## src/rtl/iro_meter_pkg.sv

```systemverilog
// Shared types and constants for the ring-oscillator measurement engine.
// - iro_meter_state_t : measurement FSM states (IDLE, ARM, GATE)
// - ARM_CYCLES        : cycles spent in ARM so the synchroniser and the
//                       edge-detect register hold only the newly selected phase
package iro_meter_pkg;

    typedef enum logic [1:0] {
        IDLE = 2'd0,
        ARM  = 2'd1,
        GATE = 2'd2
    } iro_meter_state_t;

    localparam int ARM_CYCLES = 2;

endpackage

```

## src/rtl/iro_sync.sv

```systemverilog
// Two-flop synchroniser applied bit-wise to an asynchronous bus.
// Ports:
//   clk  in  1  destination clock
//   rst  in  1  asynchronous, active-high reset (clears both stages)
//   d    in  W  asynchronous input bus
//   q    out W  bus resynchronised to clk (two cycles of latency)
module iro_sync #(
    parameter int W = 1
) (
    input  logic         clk,
    input  logic         rst,
    input  logic [W-1:0] d,
    output logic [W-1:0] q
);

    logic [W-1:0] meta;

    always_ff @(posedge clk or posedge rst) begin
        if (rst) begin
            meta <= '0;
            q    <= '0;
        end else begin
            meta <= d;
            q    <= meta;
        end
    end

endmodule

```

## src/rtl/iro_meter.sv

```systemverilog
// Measurement engine for the instrumented ring oscillator: resynchronises the
// phase bus, counts rising edges of one selected phase over a gate window and
// captures a phase snapshot at each window end (one-shot or continuous).
// Ports:
//   clk        in  1         system clock
//   rst        in  1         asynchronous, active-high reset
//   phases     in  N_PHASES  raw oscillator phases (asynchronous to clk)
//   start      in  1         level, acted on in IDLE only
//   abort      in  1         level, cancels any measurement (highest priority)
//   continuous in  1         re-arm windows back-to-back while high
//   sel        in  SEL_W     phase to count, latched at start
//   gate_len   in  GATE_W    window length in cycles (0 = 2^GATE_W)
//   busy       out 1         high in ARM and GATE
//   done       out 1         one-cycle pulse per completed window
//   count      out CNT_W     saturated edge count of the last window
//   overflow   out 1         last window saturated
//   snapshot   out N_PHASES  synchronised phases at the last window end
//   state      out           FSM state, for observation only
//
// Control protocol: start is a level that is taken on any clock edge where
// the FSM is in IDLE and abort is low; the result registers and the done
// pulse are the only completion indication, and done is never raised for a
// window cancelled by abort.
module iro_meter
    import iro_meter_pkg::*;
#(
    parameter int N_PHASES = 16,
    parameter int CNT_W    = 16,
    parameter int GATE_W   = 8,
    parameter int SEL_W    = $clog2(N_PHASES)
) (
    input  logic                clk,
    input  logic                rst,
    input  logic [N_PHASES-1:0] phases,
    input  logic                start,
    input  logic                abort,
    input  logic                continuous,
    input  logic [SEL_W-1:0]    sel,
    input  logic [GATE_W-1:0]   gate_len,
    output logic                busy,
    output logic                done,
    output logic [CNT_W-1:0]    count,
    output logic                overflow,
    output logic [N_PHASES-1:0] snapshot,
    output iro_meter_state_t    state
);

    localparam int               ARM_W    = (ARM_CYCLES > 1) ? $clog2(ARM_CYCLES) : 1;
    localparam logic [ARM_W-1:0] ARM_LAST = ARM_W'(ARM_CYCLES - 1);

    iro_meter_state_t    state_q, state_next;
    logic [N_PHASES-1:0] ph_s;
    logic                prev;
    logic [SEL_W-1:0]    sel_q;
    logic [GATE_W-1:0]   gate_q;
    logic [ARM_W-1:0]    arm_cnt;
    logic [CNT_W-1:0]    work_cnt;
    logic                work_ovf;

    logic                sel_bit, rise, cnt_max, sat_now, gate_last;
    logic [CNT_W-1:0]    cnt_inc;
    logic                accept, win_end;

    iro_sync #(.W(N_PHASES)) u_sync (
        .clk (clk),
        .rst (rst),
        .d   (phases),
        .q   (ph_s)
    );

    assign sel_bit  = ph_s[sel_q];
    assign rise     = sel_bit & ~prev;
    assign cnt_max  = (work_cnt == '1);
    assign cnt_inc  = (rise && !cnt_max) ? work_cnt + CNT_W'(1) : work_cnt;
    assign sat_now  = rise && cnt_max;

    // gate_q is the remaining-cycle down-counter. A load of 0 first wraps to
    // all-ones, so it takes 2^GATE_W cycles to reach 1 (the last cycle).
    assign gate_last = (gate_q == GATE_W'(1));

    assign busy  = (state_q != IDLE);
    assign state = state_q;

    always_ff @(posedge clk or posedge rst) begin
        if (rst) begin
            state_q <= IDLE;
        end else begin
            state_q <= state_next;
        end
    end

    always_comb begin
        state_next = state_q;
        accept     = 1'b0;
        win_end    = 1'b0;
        case (state_q)
            IDLE: begin
                if (start && !abort) begin
                    accept     = 1'b1;
                    state_next = ARM;
                end
            end
            ARM: begin
                if (abort) begin
                    state_next = IDLE;
                end else if (arm_cnt == ARM_LAST) begin
                    state_next = GATE;
                end
            end
            GATE: begin
                if (abort) begin
                    state_next = IDLE;
                end else if (gate_last) begin
                    win_end    = 1'b1;
                    state_next = continuous ? GATE : IDLE;
                end
            end
            default: state_next = IDLE;
        endcase
    end

    always_ff @(posedge clk or posedge rst) begin
        if (rst) begin
            prev     <= 1'b0;
            sel_q    <= '0;
            gate_q   <= '0;
            arm_cnt  <= '0;
            work_cnt <= '0;
            work_ovf <= 1'b0;
            done     <= 1'b0;
            count    <= '0;
            overflow <= 1'b0;
            snapshot <= '0;
        end else begin
            prev    <= sel_bit;
            done    <= win_end;
            arm_cnt <= (state_q == ARM) ? arm_cnt + ARM_W'(1) : '0;
            if (accept) begin
                sel_q    <= sel;
                gate_q   <= gate_len;
                work_cnt <= '0;
                work_ovf <= 1'b0;
            end else if (win_end) begin
                // The last gate cycle's edge is folded straight into the result.
                count    <= cnt_inc;
                overflow <= work_ovf | sat_now;
                snapshot <= ph_s;
                work_cnt <= '0;
                work_ovf <= 1'b0;
                if (continuous) begin
                    gate_q <= gate_len;
                end
            end else if (state_q == GATE && !abort) begin
                work_cnt <= cnt_inc;
                work_ovf <= work_ovf | sat_now;
                gate_q   <= gate_q - GATE_W'(1);
            end
        end
    end

endmodule

```

## config.mk

```make
export PLATFORM = sky130hd
export DESIGN_NAME = iro_meter
export DESIGN_NICKNAME = d
export VERILOG_FILES = /design/src/rtl/iro_meter_pkg.sv /design/src/rtl/iro_sync.sv /design/src/rtl/iro_meter.sv
export SDC_FILE = /design/constraint.sdc
export NUM_CORES = 1
export LEC_CHECK = 0
export ABC_AREA = 1
export CAP_MARGIN = 20
export CORE_MARGIN = 2
export CORE_UTILIZATION = 50
export CTS_CLUSTER_SIZE = 20
export DETAILED_ROUTE_END_ITERATION = 10
export HOLD_SLACK_MARGIN = 0.02
export PLACE_DENSITY = 0.75
export SYNTH_ARGS = -nofsm -noshare
export SYNTH_HDL_FRONTEND = slang
export SYNTH_SLANG_ARGS = --single-unit
```

## constraint.sdc

```tcl
create_clock -name clk -period 3.9 [get_ports clk]
set_input_delay 0.585 -clock clk [delete_from_list [all_inputs] [get_ports clk]]
set_output_delay 0.585 -clock clk [all_outputs]
set_load 0.005 [all_outputs]
```

# ---- Yosys cells after proc, flatten, opt, wreduce, memory -nomap -nowiden
# Cells that the tools add are included.
dict set report word_totals {
  ff_bits 99
  inputBits 33
}
dict set report op_classes {
  add_sub_neg 3
  n_lt_le_gt_ge 1
  eq_ne 8
  n_mux 26
  bitwise_logic 4
  n_reduce_logical 12
}
# cell n
set op_table {}
lappend op_table {{16-bit 2-to-1 mux} 4}
lappend op_table {{8-bit 2-to-1 mux} 4}
lappend op_table {{16-bit by 1-bit adder with 16-bit output, second input constant} 1}
lappend op_table {{16-bit equality test, second input constant} 1}
lappend op_table {{2-bit 2-to-1 mux} 6}
lappend op_table {{1-bit 2-to-1 mux} 10}
lappend op_table {{3-bit != test, second input constant} 3}
lappend op_table {{8-bit by 1-bit equality test with 1-bit output, second input constant} 1}
lappend op_table {{8-bit by 1-bit subtractor with 8-bit output, second input constant} 1}
lappend op_table {{2-bit one-hot mux with 3 select lines} 1}
lappend op_table {{4-bit by 5-bit less-than comparator with 1-bit output, second input constant} 1}
lappend op_table {{1-bit binary-select mux with 4-bit select} 1}
lappend op_table {{1-bit logical AND} 4}
lappend op_table {{2-bit AND reduction} 2}
lappend op_table {{3-bit AND reduction} 1}
lappend op_table {{3-bit nonzero test} 1}
lappend op_table {{2-bit by 1-bit equality test with 1-bit output, second input constant} 1}
lappend op_table {{2-bit equality test, second input constant} 1}
lappend op_table {{1-bit logical NOT} 2}
lappend op_table {{2-bit logical NOT} 1}
lappend op_table {{2-bit != test, second input constant} 1}
lappend op_table {{1-bit NOT} 2}
lappend op_table {{2-bit nonzero test} 1}
lappend op_table {{1-bit adder, second input constant} 1}
lappend op_table {{2 further kinds} 2}

# ---- Depth between registers and ports, before layout
dict set report depth {
  depth_word 8
  mapped_depth 13
  ltp_nobuf 11
}

# ---- Modules after synthesis
# A second synthesis with hierarchy kept.
dict set report hier_totals {
  hier_cells 516
  area_unflattened_um2 4461.8
}
# mod instances cells_per_inst area_per_inst_um2
set modules_own_cells {}
lappend modules_own_cells {iro_meter 1 483 3657.3}
lappend modules_own_cells {iro_sync 1 33 804.5}

# ---- Worst setup path before layout
# Ideal clock, no wire load.
dict set report synth_timing {
  path_kind {reg-to-reg}
  startpoint {register work_cnt[0]}
  endpoint {register count[1]}
  setup_time_ns 0.118
  t_arrival_ns 1.634
  required_ns 3.782
  slack_ns 2.149
  path_stages_with_launch 12
  synth_period_minus_slack_ns 1.751
  cell_sequence {dfrtp_1 ha_1 nand2_2 nor3_4 nand2_2 nor2_4 nand2_4 nand3_4 buf_12 nand2_1 nand3_1 nand2_1}
}
dict set report synth_between {
  elab_chain_cells 4
  elab_cells_between_ends 5
  cone_classes {add/sub: 1; eq/ne: 1; mux: 1; reduce/logical: 2}
}
# item line
set synth_lines {}
lappend synth_lines {{start: declaration} iro_meter.sv:57} ;# logic [CNT_W-1:0] work_cnt;
lappend synth_lines {{start signal: assignment} iro_meter.sv:154} ;# work_cnt <= cnt_inc;
lappend synth_lines {{branches (longest 3 deep; another with 16-bit by 1-bit adder with 16-bit output)} -}
lappend synth_lines {{16-bit 2-to-1 mux (*)} iro_meter.sv:74} ;# assign cnt_inc = (rise && !cnt_max) ? work_cnt + CNT_W'(1) : work_cnt;
lappend synth_lines {{end signal: assignment} iro_meter.sv:145} ;# count <= cnt_inc;
lappend synth_lines {{end: declaration} iro_meter.sv:42} ;# output logic [CNT_W-1:0] count,
# Every way passes the cells marked *.
# A chain may end at the register's enable or synchronous reset.

# ---- Worst setup path in the final report
dict set report layout_timing {
  startpoint {input port abort}
  endpoint {register gate_q[3]}
}
dict set report layout_between {
  elab_chain_cells 6
  elab_cells_between_ends 12
  cone_classes {eq/ne: 1; mux: 6; reduce/logical: 5}
}
# item line
set layout_lines {}
lappend layout_lines {{start: declaration} iro_meter.sv:36} ;# input logic abort,
lappend layout_lines {{1-bit logical NOT} {iro_meter.sv:98, iro_meter.sv:153}}
lappend layout_lines {{1-bit logical AND} iro_meter.sv:98} ;# if (start && !abort) begin
lappend layout_lines {{1-bit 2-to-1 mux} iro_meter.sv:98}
lappend layout_lines {{1-bit 2-to-1 mux} iro_meter.sv:96} ;# case (state_q)
lappend layout_lines {{3-bit != test (no line) / 3-bit nonzero test (equally long branches)} -}
lappend layout_lines {{2-bit AND reduction (no line)} -}
lappend layout_lines {{end signal: assignment} iro_meter.sv:140} ;# gate_q <= gate_len;
lappend layout_lines {{end signal: assignment} iro_meter.sv:151} ;# gate_q <= gate_len;
lappend layout_lines {{end signal: assignment} iro_meter.sv:156} ;# gate_q <= gate_q - GATE_W'(1);
lappend layout_lines {{end: declaration} iro_meter.sv:55} ;# logic [GATE_W-1:0] gate_q;
# Several ways; a longest one is shown, not always the timed one.

==> summary.txt <==
Power
  – Switching pwr: between 800 and 900 uW
  – Clock network power share: 25.9%
  – Final Power: 2390 uW
  – Max IR drop VDD: 0.000243 V
  – Internal: 1560 uW
  – Flop pwr share: 50.0%
  – Pleak: 0.00265 uW
  – Net Sw Frac: 34.6%
  – PwrDens: 446 mW/mm^2
  – Comb power frac: 24.1%

Timing
  – Endpoints failing hold: 0
  – Worst-case clock skew: between 0.01 and 0.015 ns
  – Peak Freq: 341 MHz
  – Setup violations, final: 0
  – Max-slew headroom: 35.9%
  – Final worst path period share: ~75%
  – Setup TNS: 0 ns
  – Tightest Pin Transition: 0.962 ns
  – Crit path time final: 2.93 ns
  – RSZ-0062 raised after global routing: false
  – Slew Limit Fails: 0

Synthesis
  – Synth Net Count: around 560
  – Seq/Total Area, Yosys: 55.6%
  – Avg Cell Area, Syn: about 8.6 sq um
  – FF+latch count, synth: 99
  – Mapped Cells: roughly 520
  – Post-Synthesis Cell Area: 0.00446 sq mm
  – Yosys cell types: 31
  – YS warnings: 0

Floorplanning
  – I/O pin cnt: 70
  – Chip width: between 90 and 100 um
  – Starting Density: about half
  – Core Area: 0.00868 sq mm
  – Vert. Die Dim: 98.4 um
  – FP Rows: 34
  – Die ar.: 0.00968 sq mm

Cells and area
  – Final Util: roughly three fifths
  – Fill cells: slightly below 800
  – # diodes: 0
  – Final Cell Area: 0.00536 sq mm
  – Sequential Area: 0.00248 sq mm
  – Multi-input gate area: 0.00164 sq mm
  – Share of cells above drive strength 1: 6.41%
  – Layout area overhead: 20.2%
  – NumNets Final: approximately 620

Global routing
  – First-pass GRT wire length: 16000 um
  – Total global routing overflow: 0
  – Total track usage: between 20 and 25%
  – Vias in the first global route: 3449
  – Initial antenna violation count: 0
  – Largest net degree at the start of global routing: 77

Critical path
  – Biggest fanout along the worst timing path: 18
  – Worst r2r src: state[0]
  – CP required: 4.19 ns
  – Critical path depth: 9
  – Worst setup EP type: flop
  – CP Launch Type: primary input
  – Critical path class: in -> reg
  – R2R depth: 8
  – CP most frequent cell: nor2_1
  – CP Cell Sequence: clkdlybuf4s50_1 -> inv_1 -> nand2_1 -> nor2_1 -> nor2_1 -> buf_4 -> a21oi_1 -> o21ai_0 -> a32oi_1
  – CP Launch Point: abort
  – CP top delay family: compound AO/OA/AOI/OAI gates
  – CP max-delay cell: a21oi_1
  – Worst r2r dst: gate_q[3]
  – Crit path buf inv count: 3
  – CP max stage delay: around 0.76 ns
  – CP arrival: between 3 and 4 ns
  – Reg2reg setup slack: roughly 1.2 ns
  – Crit path to: gate_q[3]

Clocking
  – CTS resizes: 0
  – CTS buffer count: 9
  – CTS Sinks: 99
  – Max Buffers Root-to-Sink: 2
  – H-tree levels: 3
  – Hold Buf Count CTS: 0
  – CTS Root Cell: clkbuf_8
  – Setup Buffers After CTS: 0
  – Worst skew pair latency: 0.37 ns
  – CTS tree: yes
  – Clock transition at the registers of the reported paths: ~0.10 ns

Detailed routing
  – DRT Pass-1 Iters: 5
  – Antenna-violating nets left: 0
  – Vias: roughly 3500
  – Routed WL: 9250 um
  – DR vias/cell: 5.05
  – Wirelength per Cell: roughly 13 um
  – DRC Markers: 0
  – Starting DRT DRC Count: 157

Run
  – Max-capacitance violation count: 0

Place
  – Hpwl dp: 6460 um
  – # port buffers: 69
  – Gp weighted congestion: 0.886
  – Placed cell areas: 0.00517 sq mm

Outcome
  – Outcome: completed

Worst hold path
  – Worst min path class: reg -> reg
-- power by group through the flow --
stage	Combinational, uW	Sequential, uW	Clock [uW]
2_1_floorplan	474	1190	0
3_3_place_gp	553	1210	0
3_5_place_dp	574	1210	0
4_1_cts	578	1190	631
5_1_grt	652	1210	678
6_report	575	1190	618
-- kinds of logic after synthesis --
family,share of synthesized area [%]
buf+inv,7.64
fa+ha+maj,0.843
flops,55.6
compound gates,5.08
xor+xnor,2.56
simple gates,28.3
-- cell usage in the layout (no fill, tap or decap), types with 2 or more instances in the layout --
cell type	synthesis	layout
dfrtp_1	99	99
nand4_1	19	19
ha_1	3	3
xor2_1	9	9
nand3_1	25	25
nor2_1	25	25
o21ai_0	34	34
inv_1	49	48
a31oi_1	2	2
nand2_1	205	205
nand2_2	9	9
clkbuf_8	2	9
nor3_1	4	4
a21oi_1	4	4
nor2_2	2	2
xnor2_1	4	4
clkdlybuf4s50_1	0	69
buf_4	0	5
inv_8	0	2
clkinv_4	0	2
-- metrics by stage --
stage	instances	hold WS, ns	worst slack [ns]
after floorplan	521	0.331	0.725
after global placement	685	0.331	0.741
after detailed placement	685	0.335	0.642
after CTS	701	0.358	1.00
after global routing	701	0.363	0.669
final	701	0.356	0.967
-- layer usage --
layer / track usage [%] / up-vias / share of wire (%)
met5: 0 / - / 0
met2: 33.3 / 83 / 48
li1: - / 1770 / -
met1: 27.2 / 1680 / 46
met3: 4.37 / 9 / 4.7
met4: 6.64 / 0 / 1.3
-- Yosys cell counts, drive strengths merged --
master / n / area share (%)
nor2: 28 / 2.6
a32oi: 1 / 0.20
dlygate4sd1: 3 / 0.59
clkinv: 1 / 0.084
nand4: 19 / 2.7
buf: 10 / 1.9
o22ai: 1 / 0.14
ha: 3 / 0.84
nand3: 26 / 3.2
a31o: 1 / 0.20
dfrtp: 99 / 56
inv: 50 / 4.2
nor3b: 1 / 0.17
clkbuf: 5 / 0.87
nor3: 5 / 0.81
a21oi: 4 / 0.45
o21ai: 34 / 3.8
nand2: 215 / 19
a31oi: 2 / 0.28
xnor2: 4 / 0.79
xor2: 9 / 1.8
-- state kept, by name, summed over array words and instances, names as in the netlist, 2 cells and up --
name	cells
work_cnt	16
gate_q	8
u_sync.meta	16
sel_q	4
state	2
count	16
u_sync.q	16
snapshot	16
-- cell type report --
class	instances	share of cell area, %
tap	108	2.52
multi-input combinational	353	30.6
clock buffer	10	2.38
clock inverter	6	1.05
sequential	99	46.3
timing repair buffer	74	13.6
inverter	51	3.62
-- worst min path at each step --
stage	from	end	cells past startpoint
6_report	u_sync.meta[2]	u_sync.q[2]	0
2_1_floorplan	u_sync.meta[0]	u_sync.q[0]	0
4_1_cts	u_sync.meta[11]	u_sync.q[11]	0
3_3_place_gp	u_sync.meta[5]	u_sync.q[5]	0
3_5_place_dp	u_sync.meta[10]	u_sync.q[10]	0
5_1_grt	u_sync.meta[11]	u_sync.q[11]	0
-- worst register-to-register path: cells and delay by family, from the launching register on --
kind / cells / cell delay [ns]
compound gates: 3 / 1.16
buf+inv: 2 / 0.31
flops: 1 / 0.42
simple gates: 3 / 0.76
Power figures use the tool's default switching activity.
